**config.mk**
```make
export PLATFORM = sky130hd
export DESIGN_NAME = pipeline_hazard_ctrl_flat
export DESIGN_NICKNAME = d
export VERILOG_FILES = /design/src/rtl/pipeline_hazard_ctrl_if.sv /design/src/rtl/pipeline_hazard_ctrl.sv /design/src/flat_wrapper.sv
export SDC_FILE = /design/constraint.sdc
export NUM_CORES = 1
export LEC_CHECK = 0
export BUFFER_PORTS_ARGS = -buffer_cell sky130_fd_sc_hd__buf_2
export CAP_MARGIN = 10
export CORE_AREA = 2 2 39 41
export DETAILED_ROUTE_END_ITERATION = 16
export DIE_AREA = 0 0 41 43
export GPL_ROUTABILITY_DRIVEN = 0
export PLACE_DENSITY = 0.69
export SLEW_MARGIN = 10
export SYNTH_ARGS = -nofsm -noshare
export SYNTH_HDL_FRONTEND = slang
export SYNTH_SLANG_ARGS = --single-unit
```
**constraint.sdc**
```tcl
create_clock -name CLK -period 3.4 [get_ports CLK]
set_input_delay 0.34 -clock CLK [delete_from_list [all_inputs] [get_ports CLK]]
set_output_delay 0.34 -clock CLK [all_outputs]
set_load 0.02 [all_outputs]
```
**src/rtl/pipeline_hazard_ctrl_if.sv**
```systemverilog
// Handshake bundle between the datapath and pipeline_hazard_ctrl: hit/hazard
// status into the controller, latch enables/flushes and halt back out.
interface pipeline_hazard_ctrl_if #(
  parameter int RADDR_W = 5
);
  logic               ihit;
  logic               dhit;
  logic [RADDR_W-1:0] id_rs;
  logic [RADDR_W-1:0] id_rt;
  logic               ex_dREN;
  logic [RADDR_W-1:0] ex_wsel;
  logic               mem_dREN;
  logic               mem_dWEN;
  logic               mem_redirect;
  logic               wb_halt;

  logic               pc_en;
  logic               fd_en;
  logic               fd_flush;
  logic               de_en;
  logic               de_flush;
  logic               em_en;
  logic               em_flush;
  logic               mw_en;
  logic               mw_flush;
  logic               halt;

  modport master (
    output ihit, dhit, id_rs, id_rt, ex_dREN, ex_wsel,
           mem_dREN, mem_dWEN, mem_redirect, wb_halt,
    input  pc_en, fd_en, fd_flush, de_en, de_flush,
           em_en, em_flush, mw_en, mw_flush, halt
  );

  modport slave (
    input  ihit, dhit, id_rs, id_rt, ex_dREN, ex_wsel,
           mem_dREN, mem_dWEN, mem_redirect, wb_halt,
    output pc_en, fd_en, fd_flush, de_en, de_flush,
           em_en, em_flush, mw_en, mw_flush, halt
  );
endinterface

```
**src/rtl/pipeline_hazard_ctrl.sv**
```systemverilog
// Pipeline latch sequencer: per-cycle en/flush/pc_en from cache hits, load-use,
// redirects and halt. Optional statistics counters under `HAZARD_STATS_EN.
module pipeline_hazard_ctrl #(
  parameter int RADDR_W = 5
`ifdef HAZARD_STATS_EN
  , parameter int CNT_W = 32
`endif
) (
  input  logic                  CLK,
  input  logic                  nRST,
  pipeline_hazard_ctrl_if.slave hz
`ifdef HAZARD_STATS_EN
  , output logic [CNT_W-1:0]    stall_cnt
  , output logic [CNT_W-1:0]    flush_cnt
  , output logic [CNT_W-1:0]    dwait_cnt
`endif
);

  typedef enum logic [1:0] {
    ST_RUN   = 2'd0,
    ST_DWAIT = 2'd1,
    ST_HALT  = 2'd2
  } state_e;

  typedef enum logic [2:0] {
    R_OFF    = 3'd0,
    R_HALTED = 3'd1,
    R_WBHALT = 3'd2,
    R_DBUSY  = 3'd3,
    R_REDIR  = 3'd4,
    R_LDUSE  = 3'd5,
    R_IMISS  = 3'd6,
    R_FLOW   = 3'd7
  } rule_e;

  // Bit order: pc_en fd_en fd_flush de_en de_flush em_en em_flush mw_en mw_flush halt
  localparam logic [9:0] CTRL_OFF    = 10'b00_0000_0000;
  localparam logic [9:0] CTRL_HALTED = 10'b00_0000_0001;
  localparam logic [9:0] CTRL_WBHALT = 10'b00_0000_0100;
  localparam logic [9:0] CTRL_REDIR  = 10'b10_1010_1100;
  localparam logic [9:0] CTRL_LDUSE  = 10'b00_0011_0100;
  localparam logic [9:0] CTRL_IMISS  = 10'b00_1101_0100;
  localparam logic [9:0] CTRL_FLOW   = 10'b11_0101_0100;

  state_e     state_q;
  state_e     state_d;
  rule_e      rule_s;
  logic [9:0] ctrl_s;
  logic       dmem_busy_s;
  logic       load_use_s;

  assign dmem_busy_s = (hz.mem_dREN | hz.mem_dWEN) & ~hz.dhit;
  // Register $zero is hard-wired, so a load targeting it never creates a hazard.
  assign load_use_s  = hz.ex_dREN & (hz.ex_wsel != {RADDR_W{1'b0}}) &
                       ((hz.ex_wsel == hz.id_rs) | (hz.ex_wsel == hz.id_rt));

  // State register.
  always_ff @(posedge CLK or negedge nRST) begin
    if (!nRST) begin
      state_q <= ST_RUN;
    end else begin
      state_q <= state_d;
    end
  end

  // Next-state logic: HALT is absorbing until reset.
  always_comb begin
    state_d = state_q;
    case (state_q)
      ST_HALT: state_d = ST_HALT;
      ST_RUN, ST_DWAIT: begin
        if (hz.wb_halt) begin
          state_d = ST_HALT;
        end else if (dmem_busy_s) begin
          state_d = ST_DWAIT;
        end else begin
          state_d = ST_RUN;
        end
      end
      default: state_d = ST_RUN;
    endcase
  end

  // Output logic stage 1: pick the highest-priority active rule.
  always_comb begin
    rule_s = R_OFF;
    if (!nRST) begin
      rule_s = R_OFF;
    end else if (state_q == ST_HALT) begin
      rule_s = R_HALTED;
    end else if (hz.wb_halt) begin
      rule_s = R_WBHALT;
    end else if (dmem_busy_s) begin
      rule_s = R_DBUSY;
    end else if (hz.mem_redirect) begin
      rule_s = R_REDIR;
    end else if (load_use_s) begin
      rule_s = R_LDUSE;
    end else if (!hz.ihit) begin
      rule_s = R_IMISS;
    end else begin
      rule_s = R_FLOW;
    end
  end

  // Output logic stage 2: map the active rule onto the latch control word.
  always_comb begin
    ctrl_s = CTRL_OFF;
    case (rule_s)
      R_OFF:    ctrl_s = CTRL_OFF;
      R_HALTED: ctrl_s = CTRL_HALTED;
      R_WBHALT: ctrl_s = CTRL_WBHALT;
      R_DBUSY:  ctrl_s = CTRL_OFF;
      R_REDIR:  ctrl_s = CTRL_REDIR;
      R_LDUSE:  ctrl_s = CTRL_LDUSE;
      R_IMISS:  ctrl_s = CTRL_IMISS;
      R_FLOW:   ctrl_s = CTRL_FLOW;
      default:  ctrl_s = CTRL_OFF;
    endcase
  end

  assign {hz.pc_en, hz.fd_en, hz.fd_flush, hz.de_en, hz.de_flush,
          hz.em_en, hz.em_flush, hz.mw_en, hz.mw_flush, hz.halt} = ctrl_s;

`ifdef HAZARD_STATS_EN
  logic [CNT_W-1:0] stall_q, stall_d;
  logic [CNT_W-1:0] flush_q, flush_d;
  logic [CNT_W-1:0] dwait_q, dwait_d;

  function automatic logic [CNT_W-1:0] sat_inc(input logic [CNT_W-1:0] v, input logic en);
    if (en && (v != {CNT_W{1'b1}})) begin
      sat_inc = v + {{(CNT_W-1){1'b0}}, 1'b1};
    end else begin
      sat_inc = v;
    end
  endfunction

  // Counter next-state: rule codes are never active in HALT, so counts freeze there.
  always_comb begin
    stall_d = sat_inc(stall_q, rule_s == R_LDUSE);
    flush_d = sat_inc(flush_q, rule_s == R_REDIR);
    dwait_d = sat_inc(dwait_q, rule_s == R_DBUSY);
  end

  // Counter registers.
  always_ff @(posedge CLK or negedge nRST) begin
    if (!nRST) begin
      stall_q <= {CNT_W{1'b0}};
      flush_q <= {CNT_W{1'b0}};
      dwait_q <= {CNT_W{1'b0}};
    end else begin
      stall_q <= stall_d;
      flush_q <= flush_d;
      dwait_q <= dwait_d;
    end
  end

  assign stall_cnt = stall_q;
  assign flush_cnt = flush_q;
  assign dwait_cnt = dwait_q;
`endif

endmodule

```
**src/flat_wrapper.sv**
```systemverilog
// flat-port wrapper written by rule: the top's interface ports become plain ports
module pipeline_hazard_ctrl_flat 
#(
  parameter int RADDR_W = 5

)
  (CLK, nRST, hz_ihit, hz_dhit, hz_id_rs, hz_id_rt, hz_ex_dREN, hz_ex_wsel, hz_mem_dREN, hz_mem_dWEN, hz_mem_redirect, hz_wb_halt, hz_pc_en, hz_fd_en, hz_fd_flush, hz_de_en, hz_de_flush, hz_em_en, hz_em_flush, hz_mw_en, hz_mw_flush, hz_halt);
  pipeline_hazard_ctrl_if #(.RADDR_W(RADDR_W)) hz_i ();
  input  logic CLK;
  input  logic nRST;
  input wire logic [$bits(hz_i.ihit)-1:0] hz_ihit;
  input wire logic [$bits(hz_i.dhit)-1:0] hz_dhit;
  input wire logic [$bits(hz_i.id_rs)-1:0] hz_id_rs;
  input wire logic [$bits(hz_i.id_rt)-1:0] hz_id_rt;
  input wire logic [$bits(hz_i.ex_dREN)-1:0] hz_ex_dREN;
  input wire logic [$bits(hz_i.ex_wsel)-1:0] hz_ex_wsel;
  input wire logic [$bits(hz_i.mem_dREN)-1:0] hz_mem_dREN;
  input wire logic [$bits(hz_i.mem_dWEN)-1:0] hz_mem_dWEN;
  input wire logic [$bits(hz_i.mem_redirect)-1:0] hz_mem_redirect;
  input wire logic [$bits(hz_i.wb_halt)-1:0] hz_wb_halt;
  output wire logic [$bits(hz_i.pc_en)-1:0] hz_pc_en;
  output wire logic [$bits(hz_i.fd_en)-1:0] hz_fd_en;
  output wire logic [$bits(hz_i.fd_flush)-1:0] hz_fd_flush;
  output wire logic [$bits(hz_i.de_en)-1:0] hz_de_en;
  output wire logic [$bits(hz_i.de_flush)-1:0] hz_de_flush;
  output wire logic [$bits(hz_i.em_en)-1:0] hz_em_en;
  output wire logic [$bits(hz_i.em_flush)-1:0] hz_em_flush;
  output wire logic [$bits(hz_i.mw_en)-1:0] hz_mw_en;
  output wire logic [$bits(hz_i.mw_flush)-1:0] hz_mw_flush;
  output wire logic [$bits(hz_i.halt)-1:0] hz_halt;
  assign hz_i.ihit = hz_ihit;
  assign hz_i.dhit = hz_dhit;
  assign hz_i.id_rs = hz_id_rs;
  assign hz_i.id_rt = hz_id_rt;
  assign hz_i.ex_dREN = hz_ex_dREN;
  assign hz_i.ex_wsel = hz_ex_wsel;
  assign hz_i.mem_dREN = hz_mem_dREN;
  assign hz_i.mem_dWEN = hz_mem_dWEN;
  assign hz_i.mem_redirect = hz_mem_redirect;
  assign hz_i.wb_halt = hz_wb_halt;
  assign hz_pc_en = hz_i.pc_en;
  assign hz_fd_en = hz_i.fd_en;
  assign hz_fd_flush = hz_i.fd_flush;
  assign hz_de_en = hz_i.de_en;
  assign hz_de_flush = hz_i.de_flush;
  assign hz_em_en = hz_i.em_en;
  assign hz_em_flush = hz_i.em_flush;
  assign hz_mw_en = hz_i.mw_en;
  assign hz_mw_flush = hz_i.mw_flush;
  assign hz_halt = hz_i.halt;
  pipeline_hazard_ctrl #(.RADDR_W(RADDR_W)) u_core (.CLK(CLK), .nRST(nRST), .hz(hz_i));
endmodule
```
# Word-level counts from Yosys, hierarchy flattened
# Memory sizes are Yosys's and may differ from the RTL's.
# Index checks and enable logic that the tools add are counted.
# W data, S select, Z words.
# word_totals
reg_bits	2
rom_bits	72
inputBits	24
out_inout_bits	10
word_cells	25
memories	1
# op_classes
eq_ne	4
n_mux	10
bitwise	6
n_reduce_logical	3
# mem_list
name	depth	word_bits	rd	rd_ports_with_merged_regs	write_ports	line	rtl
(no name shown)	8	9	1	0	0	pipeline_hazard_ctrl.sv:109	case (rule_s)
# op_table
operator	n
$mux W3	6
$eq A5 B5 Y1	2
$reduce_bool A5 Y1	1
$pmux W2 S2	1
$and A1 B1 Y1	3
$eq A2 B1 Y1 const B	1
$eq A2 B2 Y1 const B	1
$logic_not A2 Y1	1
$mux W1	2
$mux W2	1
$or A1 B1 Y1	2
$reduce_or A2 Y1	1
$not A1 Y1	1

# Logic depth before layout (Yosys ltp)
# Gate-level depths: netlist (run 1).
# An unclocked memory read counts as a cell.
# logic_depth
depth_word	10
mapped_depth	6
depth_no_buf	6

# Worst setup path after synthesis (run 1)
# OpenSTA, ideal clock, no wires.
# synth_path
path_kind	input -> output
start	input port hz_ex_wsel[1]
end	output port hz_em_flush
arrival_time_ns	2.044
required_ns	3.060
setup_slack_ns	1.016
stages	6
path_buffers	0
path_cell_list	or4_1 o21a_2 and3_4 a221oi_1 ha_1 and2_1
# synth_between
elab_chain_len	10
word_cells_on_any_way	13
classes_between	eq/ne (2); mux (6); bitwise (3); reduce/logical (1); memory (1)
# synth_rtl
element	line	rtl
from (decl)	flat_wrapper.sv:16	input wire logic [$bits(hz_i.ex_wsel)-1:0] hz_ex_wsel;
$eq A5 B5 Y1 or $reduce_bool A5 Y1 (tied branches)	pipeline_hazard_ctrl.sv:55, pipeline_hazard_ctrl.sv:54	
$or A1 B1 Y1 or $and A1 B1 Y1 (tied branches)	pipeline_hazard_ctrl.sv:55, pipeline_hazard_ctrl.sv:54	
$and A1 B1 Y1 *	pipeline_hazard_ctrl.sv:54	assign load_use_s = hz.ex_dREN & (hz.ex_wsel != {RADDR_W{1'b0}}) &
$mux W3 *	pipeline_hazard_ctrl.sv:97	end else if (load_use_s) begin
$mux W3 *	pipeline_hazard_ctrl.sv:95	end else if (hz.mem_redirect) begin
$mux W3 *	pipeline_hazard_ctrl.sv:93	end else if (dmem_busy_s) begin
$mux W3 *	pipeline_hazard_ctrl.sv:91	end else if (hz.wb_halt) begin
$mux W3 *	pipeline_hazard_ctrl.sv:89	end else if (state_q == ST_HALT) begin
$mux W3 *	pipeline_hazard_ctrl.sv:87	if (!nRST) begin
$mem_v2 Z8 W9 *	--	
to (decl)	flat_wrapper.sv:27	output wire logic [$bits(hz_i.em_flush)-1:0] hz_em_flush;
# Every way passes the cells marked *; elsewhere a longest branch is shown, timed or not.

# Worst setup path in the final report (run 1)
# layout_path
start	input port hz_ex_wsel[1]
end	output port hz_pc_en
# layout_between
elab_chain_len	10
word_cells_on_any_way	13
classes_between	eq/ne (2); mux (6); bitwise (3); reduce/logical (1); memory (1)
# layout_rtl
element	line	rtl
$eq A5 B5 Y1 or $reduce_bool A5 Y1 (tied branches)	pipeline_hazard_ctrl.sv:55, pipeline_hazard_ctrl.sv:54	
$or A1 B1 Y1 or $and A1 B1 Y1 (tied branches)	pipeline_hazard_ctrl.sv:55, pipeline_hazard_ctrl.sv:54	
$and A1 B1 Y1 *	pipeline_hazard_ctrl.sv:54	
$mux W3 *	pipeline_hazard_ctrl.sv:97	
$mux W3 *	pipeline_hazard_ctrl.sv:95	
$mux W3 *	pipeline_hazard_ctrl.sv:93	
$mux W3 *	pipeline_hazard_ctrl.sv:91	
$mux W3 *	pipeline_hazard_ctrl.sv:89	
$mux W3 *	pipeline_hazard_ctrl.sv:87	
$mem_v2 Z8 W9 *	--	
to (decl)	flat_wrapper.sv:21	output wire logic [$bits(hz_i.pc_en)-1:0] hz_pc_en;
# Marked as above.

==> flow_summary.toml, run 1 <==
[synth]
synthCells = 57
postSynthAreaPerCell_um2 = 7.968
syn_area_um2 = 454.2
synth_cell_types = 29
yosysMostFrequentCell = "xnor2_1"
synth_common_cells = "xnor2_1 (10), and2_1 (5), ha_1 (5), nand3_1 (5), nor2_1 (3)"
async_flop_share = 1.000
ys_warn_count = 0
synth_nets = 86
ys_seq_area_frac = 0.1102
synth-seq-cells = 2
yosys.area.top_type_share = 0.1928
yosysTopAreaCell = "xnor2_1"
synth-main-ff-cell = "dfrtp_1"
synth-edff-count = 0
synth_area_leaders = "xnor2_1 (19%), ha_1 (14%), dfrtp_1 (11%), and2_1 (6.9%), nand3_1 (5.5%)"

[status]
outcome = "complete, no violations"

[critical_path]
cp-start-kind = "primary input"
cp_slowest_cell = "or4_1"
cp_cell_sequence = "buf_2, or4_1, o21a_2, and3_4, a221o_1, ha_1, and2_1, buf_2"
path_max_fanout = 6
r2r_start = "u_core.state_q[1]"
critPathRequiredTime_ns = 3.06
critPathTopFamily = "simple AND/OR/NAND/NOR gates"
cp_common_cell = "buf_2"
cpPeakStageDelay_ns = 0.51
critPathBufInv = 2
critPathKind = "in2out"
startpoint = "hz_ex_wsel[1]"
critPathCaptureType = "output port"
cp.arrival_ns = 2.29

[timing]
fin_skew_ns = 0.002227
rsz0062_at_grt = "no"
period_needed_ns = 2.631
tightestPinTransition_ns = 0.6002
finalSetupViolCount = 0
fmax_mhz = 380.1
fin_tns_setup_ns = 0
max_slew_margin = 0.5999
hold_viol = 0
period_share = 0.7738
slew_viol_final = 0

[drt]
first_pass_iters = 2
drt_iter0_drc = 3
via_count = 513
wl_per_cell_um = 10.54
ant_nets = 0
routed_wl_mm = 1.138
drc = 0
viasPerCell = 4.750

[cells_and_area]
antenna_cells = 0
largest_register_ffs = 2
finish.utilization = 0.4765
drive_gt1_frac = 0.4457
top_register = "u_core.state_q"
fillCellCount = 146
multi_input_area_um2 = 392.9
largestRegisters = "u_core.state_q x2"
finalNetCount = 123
seq_area_um2 = 50.05
areaGrowthSynthToFinish_pct = 45.18

[clock_tree]
htreeDepth = 1
path_clk_slew_ns = 0.03
cts_buffers = 3
clock_latency_ns = 0.24
tritoncts = "done"
clk_path_buf_depth = 2
clock-sinks = 2
root_buffer = "clkbuf_4"

[floorplanning]
core_um2 = 1384
die_y_um = 43
pin_count = 34
die_width_um = 41
die-area_um2 = 1763
start_util = 0.3282
core.rowCount = 14

[grt]
grt_antenna_before_repair = 0
grt_overflow_total = 0
grt_pass1_vias = 405
grt_pass1_wl_mm = 1.697
grt_max_degree = 9
grt_usage = 0.1421

[place]
port_buffers = 32
hpwlAfterDp_um = 891.3

[pwr]
power_density_nw_per_um2 = 341.7
power_leakage_nw = 0.3374
ir_worst_vdd_v = 0.0001399
finalPower_w = 0.0002253

[worst_hold_path]
hold_start = "hz_wb_halt"
hold_class = "in2reg"

[flow_run]
drv_cap = 0
==> cells by family (layout without fill, tap and decap cells) <==
group,Yosys count,count (layout),share of synthesized area
flops,2,2,0.1102
compound gates,13,13,0.2204
simple gates,24,24,0.3058
buf+inv,2,37,0.02479
other cells,1,1,0.008257
xor+xnor,10,10,0.1928
fa+ha+maj,5,5,0.1377
==> final timing paths <==
kind                            slack, ns                 to  cells after the start
worst min register to register       0.49  u_core.state_q[0]                      1
worst max register to register       2.46  u_core.state_q[1]                      2
worst min-delay path                 0.32  u_core.state_q[0]                      2
min in group asynchronous            0.46  u_core.state_q[1]                      2
max in group asynchronous            2.80  u_core.state_q[0]                      2
worst max-delay path                 0.77           hz_pc_en                      8
==> layer usage <==
metal  track usage  vias to the layer above  share of wire
met5             0                        -              0
met4       0.06000                        0          0.019
met3       0.01571                        2          0.050
li1              -                      276              -
met2        0.2313                       18           0.48
met1        0.1783                      217           0.45
==> report_power, final <==
part | internal, W | switching (W) | total [W]
registers | 0.0000304 | 0.00000520 | 0.0000356
clock network | 0.0000395 | 0.0000192 | 0.0000587
logic | 0.0000578 | 0.0000733 | 0.000131
total | 0.000128 | 0.0000977 | 0.000225
==> cell usage in the layout, fill, tap and decap left out, types with 2 or more instances in the layout <==
master and n:
and2_1 5, nor2_1 3, a31o_2 2, clkbuf_4 3
buf_2 32, o21ai_0 2, nand3_1 5, and3_1 2
xnor2_1 10, dfrtp_1 2, ha_1 5, nand2_1 2
==> metrics by stage <==
| stage | hold WS, ns | std cells | area (um2) | setup WS (ns) |
|---|---|---|---|---|
| 3_5_place_dp | 0.1624 | 104 | 626.9 | 0.7444 |
| 4_1_cts | 0.3151 | 108 | 659.4 | 0.7471 |
| 2_1_floorplan | 0.04441 | 57 | 454.2 | 1.016 |
| 6_report | 0.3192 | 108 | 659.4 | 0.7691 |
| 5_1_grt | 0.3424 | 108 | 659.4 | 0.6324 |
| 3_3_place_gp | 0.1620 | 104 | 626.9 | 0.7784 |
==> repair_timing <==
item,4_1_cts,5_1_grt
gates resized for setup,0,0
hold buffers,1,0
hold endpoints to repair,2,0
buffers inserted,0,0
==> final cells by class <==
| cell class | instances | area share |
|---|---|---|
| repair buffers | 33 | 0.2581 |
| well taps | 16 | 0.03036 |
| multi-input cells | 53 | 0.5958 |
| clock buffers | 3 | 0.03416 |
| inverters | 1 | 0.005693 |
| flip-flops and latches | 2 | 0.07590 |
Note: power is estimated with default switching activity, not from simulation.
==> run 2, diff against run 1 <==
--- a/config.mk
+++ b/config.mk
@@ -5,13 +5,14 @@
 export SDC_FILE = /design/constraint.sdc
 export NUM_CORES = 1
 export LEC_CHECK = 0
+export ABC_AREA = 1
 export BUFFER_PORTS_ARGS = -buffer_cell sky130_fd_sc_hd__buf_2
 export CAP_MARGIN = 10
-export CORE_AREA = 2 2 39 41
+export CORE_MARGIN = 2
+export CORE_UTILIZATION = 36
 export DETAILED_ROUTE_END_ITERATION = 16
-export DIE_AREA = 0 0 41 43
 export GPL_ROUTABILITY_DRIVEN = 0
-export PLACE_DENSITY = 0.69
+export PLACE_DENSITY = 0.73
 export SLEW_MARGIN = 10
 export SYNTH_ARGS = -nofsm -noshare
 export SYNTH_HDL_FRONTEND = slang
==> constraint.sdc (replaced) <==
create_clock -name CLK -period 2.26 [get_ports CLK]
set_input_delay 0.226 -clock CLK [delete_from_list [all_inputs] [get_ports CLK]]
set_output_delay 0.226 -clock CLK [all_outputs]
set_load 0.02 [all_outputs]
==> flow_summary.toml, run 2 <==
[cells_and_area]
drive_gt1_frac = 0.2889
layout_common_cells = "buf_2 (32), nand2_1 (31), inv_1 (27)"
top_register = "u_core.state_q"
finish.utilization = 0.5404
largestRegisters = "u_core.state_q x2"
areaGrowthSynthToFinish_pct = 40.85
finalNetCount = 166
final_common_cell = "buf_2"
largest_register_ffs = 2
antenna_cells = 0

[grt]
grt_antenna_before_repair = 0
grt_usage = 0.1364
grt_overflow_total = 0
grt_max_degree = 9
grt_pass1_vias = 468
grt_pass1_wl_mm = 1.621

[critical_path]
critPathCaptureType = "output port"
cp-start-kind = "primary input"
path_max_fanout = 4
critPathKind = "in2out"
cp.arrival_ns = 1.78
cp_slowest_cell = "dlygate4sd3_1"
cpPeakStageDelay_ns = 0.52
cp_cell_sequence = "dlygate4sd3_1, buf_2, inv_1, nor2_1, nand2_2, ha_1, inv_1, nor2_1, buf_2"
critPathRequiredTime_ns = 2.03

[floorplanning]
die_width_um = 41.24
pin_count = 34
core_um2 = 1301
die_y_um = 41.24
core.rowCount = 13
die-area_um2 = 1701
start_util = 0.3837

[drt]
drc = 0
via_count = 607
wl_per_cell_um = 6.873
ant_nets = 0
routed_wl_mm = 1.031
viasPerCell = 4.047
drt_iter0_drc = 10
first_pass_iters = 4

[clock_tree]
clock_latency_ns = 0.22
tritoncts = "done"
path_clk_slew_ns = 0.03
cts.repair.resized = 0
postCtsSetupRepairBufs = 0
ctsHoldBuffers = 1
cts_buffers = 3
clk_path_buf_depth = 2
clock-sinks = 2
root_buffer = "clkbuf_4"
htreeDepth = 1

[synth]
synth_common_cells = "nand2_1 (31), inv_1 (27), nor2_1 (20)"
syn_area_um2 = 499.2
async_flop_share = 1.000
ys_seq_area_frac = 0.1003
synth_area_leaders = "nand2_1 (23%), inv_1 (20%), nor2_1 (15%), ha_1 (13%), dfrtp_1 (10%)"
yosysTopAreaCell = "nand2_1"
synth-seq-cells = 2
synthCells = 100
synth_nets = 129
postSynthAreaPerCell_um2 = 4.992
yosysMostFrequentCell = "nand2_1"
synth-edff-count = 0
yosys.area.top_type_share = 0.2331
synth_cell_types = 15
ys_warn_count = 0
synth-main-ff-cell = "dfrtp_1"

[timing]
hold_viol = 0
slew_viol_final = 0
fin_skew_ns = 0.001971
period_share = 0.8872
finalSetupViolCount = 0
fin_tns_setup_ns = 0
rsz0062_at_grt = "no"
fmax_mhz = 498.7
period_needed_ns = 2.005
whs_ns = 0.2797
fin_ws_ns = 0.2548

[place]
port_buffers = 32
hpwlAfterDp_um = 917.8
place_worst_setup_slack_ns = 0.3311

[worst_hold_path]
hold_class = "in2reg"

[pwr]
ir_worst_vdd_v = 0.0004111
finalPower_w = 0.0003150
power_leakage_nw = 0.5256
power_density_nw_per_um2 = 448.0

[status]
outcome = "complete, no violations"

[flow_run]
drv_cap = 0
-- run 2: cell count changes in the layout (fill, tap and decap cells not counted), sizes merged, moves of 2 or more --
cell	previous run	this run
nand2	2	34
inv	1	27
nor2	3	20
xnor2	10	2
and2	5	0
and3	3	0
nand3	5	2
a21oi	0	2
a31o	2	0
-- run 2: cells by family after synthesis --
group,after synthesis,synth area share
AO/OA/AOI/OAI,4,0.04761
XOR/XNOR,2,0.03509
AND/OR/NAND/NOR,58,0.4662
adder cells (fa/ha/maj),5,0.1253
flip-flops,2,0.1003
buffers and inverters,28,0.2181
other,1,0.007512
-- run 2: area by class of cell --
cell class	count	area (um2)
multi-input combinational	70	340.3
timing repair buffer	33	170.2
inverter	27	101.3
clock buffer	3	22.52
tap	15	18.77
sequential	2	50.05
fill	154	598.1
-- run 2: report_power, final --
group / internal (W) / leakage [nW] / switching, W
clock: 0.0000583 / 0.0138 / 0.0000168
combinational: 0.0000727 / 0.488 / 0.000115
sequential: 0.0000458 / 0.0240 / 0.00000663
total: 0.000177 / 0.526 / 0.000138
-- run 2: worst max-delay path, delay by kind of cell --
family	cells	cell delay (ns)
buf+inv	5	0.92
simple gates	3	0.35
fa+ha+maj	1	0.28
-- run 2: final timing paths --
kind,start,endpoint,slack [ns],cells past startpoint
min in group asynchronous,nRST,u_core.state_q[0],0.34,2
worst min-delay path,hz_dhit,u_core.state_q[0],0.28,4
worst min register to register,u_core.state_q[1],u_core.state_q[0],0.45,1
worst max-delay path,nRST,hz_pc_en,0.25,9
worst max register to register,u_core.state_q[1],u_core.state_q[1],1.51,4
max in group asynchronous,nRST,u_core.state_q[1],1.82,2
-- run 2: per-stage QoR --
| step | cells | cell area, um2 |
|---|---|---|
| after floorplan | 100 | 499.2 |
| after CTS | 150 | 703.2 |
| after global placement | 146 | 670.6 |
| after detailed placement | 146 | 670.6 |
| final | 150 | 703.2 |
| after global routing | 150 | 703.2 |
-- run 2: per-layer routing --
layer / vias to the layer above / GRT usage / part of all wire
li1: 352 / - / -
met1: 240 / 0.1752 / 0.45
met2: 15 / 0.2539 / 0.49
met3: 0 / 0.01630 / 0.057
met4: 0 / 0 / 0
met5: - / 0 / 0
